[config.mk]
export PLATFORM = sky130hd
export DESIGN_NAME = prog_mem_loader
export DESIGN_NICKNAME = d
export VERILOG_FILES = /design/src/rtl/prog_mem_loader.sv
export SDC_FILE = /design/constraint.sdc
export NUM_CORES = 1
export LEC_CHECK = 0
export ABC_AREA = 1
export CORE_UTILIZATION = 30
export DETAILED_ROUTE_END_ITERATION = 6
export GPL_TIMING_DRIVEN = 0
export PLACE_DENSITY = 0.55
export SYNTH_ARGS = -nofsm -noshare
export SYNTH_HDL_FRONTEND = slang
export SYNTH_SLANG_ARGS = --single-unit
[constraint.sdc]
create_clock -name clk -period 3.2 [get_ports clk]
set_input_delay 0.32 -clock clk [delete_from_list [all_inputs] [get_ports clk]]
set_output_delay 0.32 -clock clk [all_outputs]
set_load 0.05 [all_outputs]
[src/rtl/prog_mem_loader.sv]
// Program-image loader: takes a length/payload/checksum frame from a host word stream,
// writes the payload into program memory and holds the core until the image is verified.
//
// state | meaning
// IDLE  | out of reset, waiting for start
// LEN   | waiting for the length word L (payload is L+1 words)
// LOAD  | writing payload words to consecutive addresses from 0
// CSUM  | waiting for the XOR checksum word
// DONE  | last load verified, core released
// ERR   | last load failed (length overflow, bad checksum or abort)
module prog_mem_loader #(
  parameter int DATA_SIZE = 6,
  parameter int ADDR_SIZE = 5
) (
  input  logic                 clk,
  input  logic                 rstn,
  input  logic                 start,
  input  logic                 abort,
  input  logic [DATA_SIZE-1:0] in_data,
  input  logic                 in_valid,
  output logic                 in_ready,
  output logic                 mem_we,
  output logic [ADDR_SIZE-1:0] mem_addr,
  output logic [DATA_SIZE-1:0] mem_wdata,
  output logic                 cpu_hold,
  output logic                 busy,
  output logic                 done,
  output logic                 err
);

  typedef enum logic [2:0] {
    S_IDLE,
    S_LEN,
    S_LOAD,
    S_CSUM,
    S_DONE,
    S_ERR
  } state_t;

  state_t                 state_q, state_d;
  logic [ADDR_SIZE-1:0]   cnt_q, cnt_d;
  logic [ADDR_SIZE-1:0]   addr_q, addr_d;
  logic [DATA_SIZE-1:0]   csum_q, csum_d;
  logic                   we_q, we_d;
  logic [ADDR_SIZE-1:0]   waddr_q, waddr_d;
  logic [DATA_SIZE-1:0]   wdata_q, wdata_d;
  logic                   loading;
  logic                   accept;
  logic                   len_ovf;

  assign loading  = (state_q == S_LEN) || (state_q == S_LOAD) || (state_q == S_CSUM);
  assign in_ready = loading;
  // abort wins over a word presented in the same cycle
  assign accept   = in_valid && loading && !abort;
  assign len_ovf  = (in_data >> ADDR_SIZE) != '0;

  always_comb begin
    state_d = state_q;
    cnt_d   = cnt_q;
    addr_d  = addr_q;
    csum_d  = csum_q;
    we_d    = 1'b0;
    waddr_d = waddr_q;
    wdata_d = wdata_q;
    case (state_q)
      S_IDLE, S_DONE, S_ERR: begin
        if (start) begin
          state_d = S_LEN;
          csum_d  = '0;
        end
      end
      S_LEN: begin
        if (abort) begin
          state_d = S_ERR;
        end else if (accept) begin
          if (len_ovf) begin
            state_d = S_ERR;
          end else begin
            cnt_d   = ADDR_SIZE'(in_data);
            addr_d  = '0;
            state_d = S_LOAD;
          end
        end
      end
      S_LOAD: begin
        if (abort) begin
          state_d = S_ERR;
        end else if (accept) begin
          we_d    = 1'b1;
          waddr_d = addr_q;
          wdata_d = in_data;
          csum_d  = csum_q ^ in_data;
          // compare against N-1 so a full-depth image never wraps the address
          if (addr_q == cnt_q) state_d = S_CSUM;
          else                 addr_d  = addr_q + ADDR_SIZE'(1);
        end
      end
      S_CSUM: begin
        if (abort)       state_d = S_ERR;
        else if (accept) state_d = (in_data == csum_q) ? S_DONE : S_ERR;
      end
      default: state_d = S_IDLE;
    endcase
  end

  always_ff @(posedge clk or negedge rstn) begin
    if (!rstn) begin
      state_q <= S_IDLE;
      cnt_q   <= '0;
      addr_q  <= '0;
      csum_q  <= '0;
      we_q    <= 1'b0;
      waddr_q <= '0;
      wdata_q <= '0;
    end else begin
      state_q <= state_d;
      cnt_q   <= cnt_d;
      addr_q  <= addr_d;
      csum_q  <= csum_d;
      we_q    <= we_d;
      waddr_q <= waddr_d;
      wdata_q <= wdata_d;
    end
  end

  assign mem_we    = we_q;
  assign mem_addr  = waddr_q;
  assign mem_wdata = wdata_q;
  assign busy      = loading;
  assign cpu_hold  = loading;
  assign done      = (state_q == S_DONE);
  assign err       = (state_q == S_ERR);

endmodule

==> results of run 1 <==
## per-layer routing
metal	up-vias	part of all wire (%)
met4	0	1.4
met5	-	0
met3	5	4.2
met2	28	47
met1	604	47
li1	689	-
## where the power goes
part,leakage (nW),total [W],internal (W),switching [W]
clock network,0.0422,0.000297,0.000152,0.000145
registers,0.417,0.000568,0.000488,0.0000803
logic,0.496,0.000882,0.000309,0.000574
total,0.956,0.00175,0.000949,0.000799
## path summary, 6_finish.rpt
kind | end | slack, ns
worst max-delay path | in_ready | 0.94
worst min-delay path | mem_addr[3] | 0.08
worst max register to register | addr_q[1] | 1.80
worst min register to register | mem_addr[0] | 0.48
max in group asynchronous | cnt_q[1] | 2.69
min in group clk | mem_addr[0] | 0.48
## flip-flops by register name (all words and copies together), names as in the netlist
signal and cells:
state_q 3, csum_q 6, addr_q 5, mem_wdata 6, cnt_q 5, mem_we 1
mem_addr 5
## cell usage after synthesis (2+ instances only)
library cell,number,share of area (%)
nand2_1,60,14
dfrtp_1,31,47
inv_1,22,5.0
nor2_1,14,3.2
o21ai_0,12,3.7
nand3_1,6,1.8
o21ai_1,6,1.8
xnor2_1,6,3.2
o22ai_1,5,1.9
inv_2,4,0.92
nand2_4,3,2.1
a21oi_1,2,0.61
buf_4,2,0.92
clkinv_1,2,0.46
nand3_2,2,1.2
nor3_1,2,0.61
xor2_1,2,1.1
## through the flow
step,area [um^2],hold WS [ns],power (W),setup WS (ns),std cells
after floorplan,1640,0.0244,0.00122,1.33,198
after global placement,2000,0.467,0.00146,1.18,295
after detailed placement,1990,0.409,0.00147,1.24,295
after CTS,2070,0.107,0.00177,0.924,303
after global routing,2070,0.140,0.00188,0.823,303
final,2070,0.0754,0.00175,0.942,303
## cell usage in the layout (no fill, tap or decap), types with 6 or more instances in the layout
cell type and instances:
nand2_1 60, dfrtp_1 31, clkdlybuf4s50_1 26, inv_1 22
nor2_1 14, o21ai_0 12, xnor2_1 6, o21ai_1 6
nand3_1 6
## cell type report
cell class,instances,area share [%]
buffer,4,1.51
clock buffer,7,3.68
clock inverter,1,0.242
inverter,30,5.80
multi-input combinational,133,34.3
sequential,31,37.4
tap,70,4.23
timing repair buffer,27,12.8
## cell families (layout without fill, tap and decap cells)
kind of cell / after synthesis / after routing / share of synthesized area (%)
buffers and inverters: 34 / 69 / 9.24
adders and majority gates: 1 / 1 / 0.764
AOI/OAI and AO/OA: 28 / 28 / 10.1
xor gates and xnor gates: 8 / 8 / 4.28
DFF: 31 / 31 / 47.4
and+or+nand+nor: 96 / 96 / 28.3
## worst register-to-register path, cell delays in order (launching register included)
cell     delay (ns)
dfrtp_1        0.44
inv_2          0.13
nand3_4        0.13
inv_4          0.11
nand2_8        0.09
inv_6          0.09
nand2_4        0.05
nand2_4        0.08
nand2_4        0.07
nand2_1        0.06
nand2_1        0.05
==> flow_summary.ini, run 1 <==
[status]
status = finished clean

[global_routing]
grtUsageMet2_pct = 21.9
overflow = 0
antenna_found_initial = 0
grt_pass1_wl_um = 5750
gr-max-usage-layer = met2
use_met1_pct = 17.8
use_met3_pct = 4.37
grt_max_degree = 32
track_usage_pct = 13.8
grt_pass1_vias = 1238

[synthesis]
avgSynthCellArea_um2 = 8.27
synth_ff_type = dfrtp_1
yosysSeqAreaShare_pct = 47.4
synth-seq-cells = 31
syn-num-nets = 210
async_flop_share_pct = 100
yosysWarnings = 0
ys_types = 34
synth-edff-count = 0
syn-cell-area_um2 = 1640
netlist_instances = 198

[clocking]
cts_resized = 0
clkSlewWorstSetupHoldPaths_ns = 0.07
cts_inserted_buffers = 5
clkLatencyLatePin_ns = 0.28
ctsHoldBuffers = 0
htreeDepth = 2
postCtsSetupRepairBufs = 0
cts_buffer_depth = 2
numClockSinks = 31
root_buffer = clkbuf_8
cts_tree = yes

[detailed_routing]
via_per_inst = 4.38
wl_per_cell_um = 11.0
drc = 0
drt_iter0_drc = 65
ant_nets = 0
vias = 1326
wl_um = 3330
dr.pass1.iters = 4

[sta]
worst_pin_slew_ns = 0.682
post-route-min-period_ns = 2.26
hold_violations = 0
slew_headroom_pct = 54.5
slew_viol_final = 0
fin_crit_sh_pct = 70.6
finalSetupViolCount = 0
rsz0062_at_grt = no
fin_setup_tns_ns = 0
fmax_mhz = 443
finalClockSkew_ns = 0.00553

[worst_setup_path]
cpPeakStageDelay_ns = 0.78
cp-end-kind = output port
critPathTopFamily = buffers and inverters
critical_path_class = reg -> out
startpoint = state_q[1]
worstRegToRegCells = 10
path_buf_inv = 4
reg2reg_from = state_q[2]
worstPathArrival_ns = 1.94
crit_top_cell = nand2_1
cp.required_ns = 2.88
critical-path-slowest-cell = clkdlybuf4s50_1
path_cells = inv_2 > nand2_1 > nand2_1 > clkinv_1 > buf_4 > clkdlybuf4s50_1
worstPathMaxFanout = 5
critPathLaunchType = register
cp_num_cells = 6

[layout]
nets = 244
multi_input_area_um2 = 711
antenna_cells = 0
seq_area_um2 = 776
fillers = 517
syn2layout_area_growth_pct = 26.5
final_core_util_pct = 40.1
drive_gt1_share_pct = 13.3

[place]
io_buffers = 27
gp_congestion = 0.762
hpwl_um = 2520

[power]
power_leakage_nw = 0.956
p_per_area_nw_per_um2 = 843
ir_worst_vdd_v = 0.000285

[min_path]
hp-class = in -> async

[die]
initial_core_util_pct = 31.7
die_w_um = 75.9
dieArea_um2 = 5760
ios = 28
design.core.area_um2 = 5170
rows = 26
die_h_um = 75.9

[flow_run]
drv_cap = 0
No activity file was read; power rests on OpenSTA's default activity.
==> run 2: changes to the inputs <==
Clock period 3.2 ns to 2.1 ns, I/O delays scaled along.
==> run 2 against run 1 <==
  * Setup slack got worse by 0.83 ns
  * Via count barely moved
  * Global-route usage did not move
  * Register-to-register slack got worse by 1.1 ns
  * First-iteration DRC count rose by 3.1%
  * Die area did not move
==> flow_summary.ini, run 2 (synthesized netlist as in run 1, its figures left out) <==
[layout]
final_cell_mix = nand2_1, dfrtp_1, inv_1, clkdlybuf4s50_1, nor2_1
final_common_cell = nand2_1
multi_input_area_um2 = 711
stdcell_count = 304
syn2layout_area_growth_pct = 27.3
antenna_cells = 0
nets = 245
fillers = 514
seq_area_um2 = 776
drive_gt1_share_pct = 13.2

[clocking]
cts_inserted_buffers = 5
root_buffer = clkbuf_8
postCtsSetupRepairBufs = 0
clkLatencyLatePin_ns = 0.28
numClockSinks = 31
htreeDepth = 2
cts_buffer_depth = 2
cts_tree = yes
clkSlewWorstSetupHoldPaths_ns = 0.07

[worst_setup_path]
cp-end-kind = output port
path_cells = inv_2 > nor3_1 > clkdlybuf4s50_1
worstPathArrival_ns = 1.78
cpPeakStageDelay_ns = 0.82
critPathLaunchType = register
critical_path_class = reg -> out
reg2reg_from = state_q[2]
critical-path-slowest-cell = clkdlybuf4s50_1
critPathTopFamily = buffers and inverters
worstRegToRegCells = 10
worstPathMaxFanout = 5
cp.required_ns = 1.89
rr_endpoint = addr_q[1]
path_buf_inv = 2
rrSetupSlack_ns = 0.70

[power]
ir_worst_vdd_v = 0.000435
p_per_area_nw_per_um2 = 1270
power_leakage_nw = 0.991

[place]
placed_cells = 295
hpwl_um = 2520
gp_congestion = 0.762
io_buffers = 27

[die]
ios = 28
dieArea_um2 = 5760
initial_core_util_pct = 31.7
die_h_um = 75.9
die_w_um = 75.9
rows = 26
design.core.area_um2 = 5170

[sta]
fmax_mhz = 503
rsz0062_at_grt = no
finalSetupViolCount = 0
worst_pin_slew_ns = 0.684
slew_headroom_pct = 54.4
slew_viol_final = 0
post-route-min-period_ns = 1.99
fin_setup_tns_ns = 0
finalClockSkew_ns = 0.00553
hold_violations = 0
fin_crit_sh_pct = 94.7

[global_routing]
grt_pass1_wl_um = 5750
grt_max_degree = 32
overflow = 0
antenna_found_initial = 0
grt_pass1_vias = 1238
track_usage_pct = 13.8

[detailed_routing]
ant_nets = 0
wl_um = 3340
dr.pass1.iters = 4
drt_iter0_drc = 67
vias = 1327
via_per_inst = 4.37
wl_per_cell_um = 11.0
drc = 0

[min_path]
holdPathStages = 2
min_from = mem_addr[0]
hp-class = reg -> reg
holdPathEnd = mem_addr[0]

[status]
status = finished clean

[flow_run]
drv_cap = 0
==> run 2: cell types whose count changed in the layout (fill, tap and decap cells not counted), sizes merged <==
cell | previous run | this run
clkdlybuf4s50 | 26 | 22
dlymetal6s2s | 0 | 2
dlygate4sd3 | 0 | 1
dlygate4sd2 | 0 | 2
==> run 2: repair_timing <==
action | 4_1_cts | 5_1_grt
cloned | 0 | 0
hold endpoints to repair | 10 | 0
pin swaps | 0 | 0
hold buffers | 1 | 0
endpoints found under the setup margin | 2 | 2
resized for setup | 2 | 2
==> run 2: final cells by class <==
cell class              instances  area share (%)
plain buffers                   4            1.50
clock buffers                   7            3.66
clock inverters                 1           0.240
inverters                      30            5.76
multi-input cells             133            34.1
flip-flops and latches         31            37.2
well taps                      70            4.20
repair buffers                 28            13.3
==> run 2: metal layers <==
metal | GRT usage (%) | share of wire, % | up-vias | wire (um)
li1 | - | - | 691 | -
met3 | 4.37 | 4.0 | 5 | 134
met5 | 0 | 0 | - | 0
met4 | 4.32 | 1.3 | 0 | 45
met2 | 21.9 | 47 | 25 | 1570
met1 | 17.8 | 48 | 606 | 1590
==> run 2: metrics by stage <==
stage               instance area [um^2]  utilization, %  worst slack, ns  total power, W  hold slack (ns)
floorplan                           1640               -            0.336         0.00186          -0.0856
global placement                    2000            38.6            0.191         0.00223            0.467
detailed placement                  1990            38.5            0.250         0.00224            0.299
CTS                                 2080            40.2           0.0200         0.00268            0.488
global route                        2080            40.3          0.00767         0.00284            0.515
finish                              2080            40.3            0.111         0.00264            0.481
==> run 2: how the worst max path moves through the flow <==
stage | slack [ns] | startpoint | depth (start not counted) | endpoint
after floorplan | 0.34 | state_q[1] | 1 | err
after global placement | 0.19 | rstn | 1 | state_q[1]
after detailed placement | 0.25 | state_q[1] | 6 | in_ready
after CTS | 0.02 | state_q[1] | 5 | busy
after global routing | 0.008 | state_q[2] | 3 | err
final | 0.11 | state_q[2] | 3 | err
==> run 2: worst reg2reg max path, stage by stage, from the launching register on <==
cell and delay [ns]:
dfrtp_1 0.44, inv_2 0.13, nand3_4 0.13, inv_4 0.11, nand2_8 0.09, inv_6 0.09, nand2_4 0.05, nand2_4 0.08
nand2_4 0.07, nand2_1 0.06, nand2_1 0.05
==> run 2: report_power, final <==
group	switching, W	internal [W]
logic	0.000874	0.000450
registers	0.000122	0.000743
clock network	0.000221	0.000232
